### src/rtl/bus_xfer_sequencer.sv
// bus_xfer_sequencer: sequences one source-strobe / destination-load transfer on the shared bus
module bus_xfer_sequencer #(
  parameter int WAIT_MAX = 8,
  parameter int NSRC     = 24
) (
  input  logic            clock,
  input  logic            clear_n,
  input  logic            req_valid,
  output logic            req_ready,
  input  logic [4:0]      src_code,
  input  logic [4:0]      dst_code,
  input  logic            mdr_valid,
  output logic [NSRC-1:0] src_out,
  output logic [NSRC-1:0] dst_in,
  output logic            done,
  output logic            error
);
  typedef enum logic [2:0] {IDLE, DRIVE, LOAD, DONE, ERR} state_t;
  localparam logic [NSRC-1:0] ONE = {{(NSRC-1){1'b0}}, 1'b1};
  state_t     state, nstate;
  logic [4:0] src_q, dst_q, s_n, d_n;
  logic [3:0] cnt, cnt_n;
  logic       accept, legal, mdr_src, timeout;
  always_comb begin
    accept  = req_valid && state == IDLE;
    s_n     = accept ? src_code : src_q;
    d_n     = accept ? dst_code : dst_q;
    legal   = src_code <= 5'd23 && (dst_code <= 5'd17 || dst_code == 5'd20 || dst_code == 5'd21);
    mdr_src = src_q == 5'd21;
    timeout = int'(cnt) + 1 >= WAIT_MAX;
    nstate  = state;
    cnt_n   = cnt;
    case (state)
      IDLE: begin
        cnt_n = '0;
        if (accept) nstate = legal ? DRIVE : ERR;
      end
      DRIVE: begin
        if (!mdr_src || mdr_valid) nstate = LOAD;
        else begin
          cnt_n  = cnt == 4'hf ? cnt : cnt + 4'd1;
          nstate = timeout ? ERR : DRIVE;
        end
      end
      LOAD:    nstate = DONE;
      DONE:    nstate = IDLE;
      ERR: begin
        cnt_n  = '0;
        nstate = IDLE;
      end
      default: nstate = IDLE;
    endcase
  end
  // outputs are registered from the next state so they line up with the state they describe
  always_ff @(posedge clock or negedge clear_n) begin
    if (!clear_n) begin
      state     <= IDLE;
      src_q     <= '0;
      dst_q     <= '0;
      cnt       <= '0;
      src_out   <= '0;
      dst_in    <= '0;
      done      <= 1'b0;
      error     <= 1'b0;
      req_ready <= 1'b1;
    end else begin
      state     <= nstate;
      src_q     <= s_n;
      dst_q     <= d_n;
      cnt       <= cnt_n;
      src_out   <= (nstate == DRIVE || nstate == LOAD) ? ONE << s_n : '0;
      dst_in    <= nstate == LOAD ? ONE << d_n : '0;
      done      <= nstate == DONE;
      error     <= nstate == ERR;
      req_ready <= nstate == IDLE;
    end
  end
endmodule

### config.mk
export PLATFORM = sky130hd
export DESIGN_NAME = bus_xfer_sequencer
export DESIGN_NICKNAME = d
export VERILOG_FILES = /design/src/rtl/bus_xfer_sequencer.sv
export SDC_FILE = /design/constraint.sdc
export NUM_CORES = 1
export LEC_CHECK = 0
export CAP_MARGIN = 20
export CORE_MARGIN = 10
export CORE_UTILIZATION = 52
export CTS_CLUSTER_DIAMETER = 80
export DETAILED_ROUTE_END_ITERATION = 8
export PLACE_DENSITY = 0.93
export SLEW_MARGIN = 0
export SYNTH_ARGS = -nofsm -noshare
export SYNTH_HDL_FRONTEND = slang
export SYNTH_SLANG_ARGS = --single-unit
### constraint.sdc
create_clock -name clock -period 5.7 [get_ports clock]
set_input_delay 1.14 -clock clock [delete_from_list [all_inputs] [get_ports clock]]
set_output_delay 1.14 -clock clock [all_outputs]
set_load 0.02 [all_outputs]
==> flow_metrics.env <==
export IMPL_status="complete, no violations"
export IMPL_syn_nets=243
export IMPL_gp_congestion=0.793
export IMPL_cts_buffers=9
export IMPL_synth_seq_area_share_pct=65.0
export IMPL_clkTransAtPathRegs_ps=70
export IMPL_arrival_ps=3480
export IMPL_grt_pass1_vias=2068
export IMPL_fmax_mhz=308
export IMPL_final_net_count=314
export IMPL_antenna_left=0
export IMPL_synth_top_flop_cell="dfrtp_1"
export IMPL_die_width_um=91.0
export IMPL_routed_via_density=5.33
export IMPL_die_height_um=91.0
export IMPL_critPathCaptureType="flip-flop"
export IMPL_finalCritPeriodShare_pct=57.0
export IMPL_power_density_nw_per_um2=423
export IMPL_fin_area_um2=3510
export IMPL_maxSlewHeadroom_pct=38.2
export IMPL_crit_path_start_kind="input port"
export IMPL_cts_hold_buffers_added=0
export IMPL_drt_iter0_drc=126
export IMPL_area_growth_pct=33.9
export IMPL_pre_cts_ws_ps=2100
export IMPL_synthArstFlopShare_pct=100
export IMPL_diodes=0
export IMPL_slew_violations=0
export IMPL_cts_htree_levels=3
export IMPL_cts_resized_gates=0
export IMPL_fp_dieArea_um2=8270
export IMPL_drcViolationCount=0
export IMPL_syn_inst=227
export IMPL_min_path_type="reg2reg"
export IMPL_netlist_area_um2=2620
export IMPL_layout_drive_gt1_share_pct=8.58
export IMPL_avgSynthCellArea_um2=11.5
export IMPL_dr_pass1_iters=5
export IMPL_synth_edf_count=0
export IMPL_yosysUniqueCellTypes=30
export IMPL_vdd_drop_max_mv=0.369
export IMPL_rows=25
export IMPL_setup_ws_ps=2450
export IMPL_grt_usage_pct=15.8
export IMPL_io_buffers=64
export IMPL_setup_tns_ps=0
export IMPL_cellLeakagePower_nw=1.58
export IMPL_drt_total_wl_um=6380
export IMPL_core_um2=4820
export IMPL_yosysMostFrequentCell="dfrtp_1"
export IMPL_grt_pass1_wl_um=10500
export IMPL_ios=65
export IMPL_dpl_cell_area_um2=3300
export IMPL_grt_antenna_before_repair=0
export IMPL_cts_tree="done"
export IMPL_rsz0062_at_grt="false"
export IMPL_wl_per_cell_um=17.2
export IMPL_clk_latency_ps=340
export IMPL_overflow=0
export IMPL_cts_root_buf="clkbuf_8"
export IMPL_vias=1972
export IMPL_required_ps=5940
export IMPL_synth_area_top_cells="dfrtp_1 (64%), nor3_1 (5.0%), nor2_1 (4.2%)"
export IMPL_maxCapViolations=0
export IMPL_ys_warn_count=0
export IMPL_yosys_top_cells_count="dfrtp_1 (67), nor2_1 (29), nor3_1 (26)"
export IMPL_ys_ff_latch=68
export IMPL_finClkSkew_ps=7.63
export IMPL_synth_top_cell_area_share_pct=64.0
export IMPL_fill_cells=347
export IMPL_grt_max_degree=69
export IMPL_period_minus_slack_ps=3250
export IMPL_start_util_pct=54.4
export IMPL_worst_pin_slew_ps=924
export IMPL_cp_max_fo=18
export IMPL_yosysTopAreaCell="dfrtp_1"
export IMPL_cts_sinks=68
export IMPL_final_hold_violation_count=0
export IMPL_setup_violations=0
export IMPL_dp_hpwl_um=4570
export IMPL_postCtsSetupRepairBufs=0
export IMPL_criticalPathCategory="in2reg"
export IMPL_clk_path_buf_depth=2
stage by stage:
step / utilization, % / hold slack (ps) / power [mW] / instances
after floorplan: - / 505 / 0.941 / 227
after global placement: 68.6 / 532 / 1.07 / 354
after detailed placement: 68.6 / 546 / 1.09 / 354
after CTS: 72.8 / 562 / 1.48 / 370
after global routing: 72.8 / 609 / 1.57 / 370
final: 72.8 / 570 / 1.49 / 370
layout make-up:
type	instances	area [µm²]	area share (%)
Clock buffer	12	155	4.42
Sequential cell	68	1700	48.6
Clock inverter	4	47.5	1.36
Tap cell	67	83.8	2.39
Multi-Input combinational cell	147	848	24.2
Timing Repair Buffer	65	643	18.3
Inverter	7	26.3	0.749
layout by cell type, fill, tap and decap left out, types with 2 or more instances in the layout:
cell and count:
nand4_1 7, inv_1 7, nor2b_1 7, ha_1 2
nor4_1 4, clkbuf_8 11, mux2i_1 7, clkdlybuf4s50_1 63
a21oi_1 5, nand2_1 20, nor3b_1 5, and3_1 2
or2_2 2, nor2_1 29, mux2_2 2, clkinv_2 2
o21ai_0 5, nor3_1 26, nand2b_1 5, nand3_1 3
dfrtp_1 67, a31oi_1 8
cells by family (layout without fill, tap and decap cells):
group                    count (synthesis)  in the layout  share of synthesized area (%)
XOR/XNOR                                 1              1                          0.335
AND/OR/NAND/NOR                        115            115                           23.0
AO/OA/AOI/OAI                           20             20                           4.59
buffers and inverters                   12             88                           2.58
adder cells (fa/ha/maj)                  2              2                          0.955
multiplexers                             9              9                           3.54
flip-flops                              68             68                           65.0
critical path, cell delays in order:
cell and delay (ps):
clkdlybuf4s50_1 500, nor4b_4 770, mux2i_1 570, inv_1 200
nor4_1 310
path summary, 6_finish.rpt:
kind | from | end | slack (ps) | cells after the start
max in group asynchronous | clear_n | cnt[2]$_DFFE_PN0P_ | 4200 | 2
min in group asynchronous | clear_n | src_out[10]$_DFF_PN0_ | 980 | 2
worst max register to register | state[1]$_DFF_PN0_ | src_out[1]$_DFF_PN0_ | 3210 | 4
worst min-delay path | src_q[2]$_DFF_PN0_ | src_q[2]$_DFF_PN0_ | 570 | 2
worst min register to register | src_q[2]$_DFF_PN0_ | src_q[2]$_DFF_PN0_ | 570 | 2
worst max-delay path | req_valid | src_out[1]$_DFF_PN0_ | 2450 | 5
routing by layer:
metal	vias to the layer above	global-route usage, %	share of wire, %
met1	973	17.5	40
met3	9	6.26	6.0
met4	0	7.18	1.9
met5	-	0	0
li1	928	-	-
met2	62	26.3	52
flip-flops by register name (all words and copies together), names as in the netlist:
name       count
cnt            4
done           1
dst_in        24
dst_q          5
error          1
req_ready      1
src_out       24
src_q          5
state          3
power by group:
group	internal, mW	leakage (nW)	total, mW	switching [mW]
Combinational	0.163	0.552	0.474	0.311
Clock	0.225	0.102	0.401	0.176
Sequential	0.556	0.923	0.610	0.0542
Total	0.944	1.58	1.49	0.541
(Power assumes the default switching activity.)
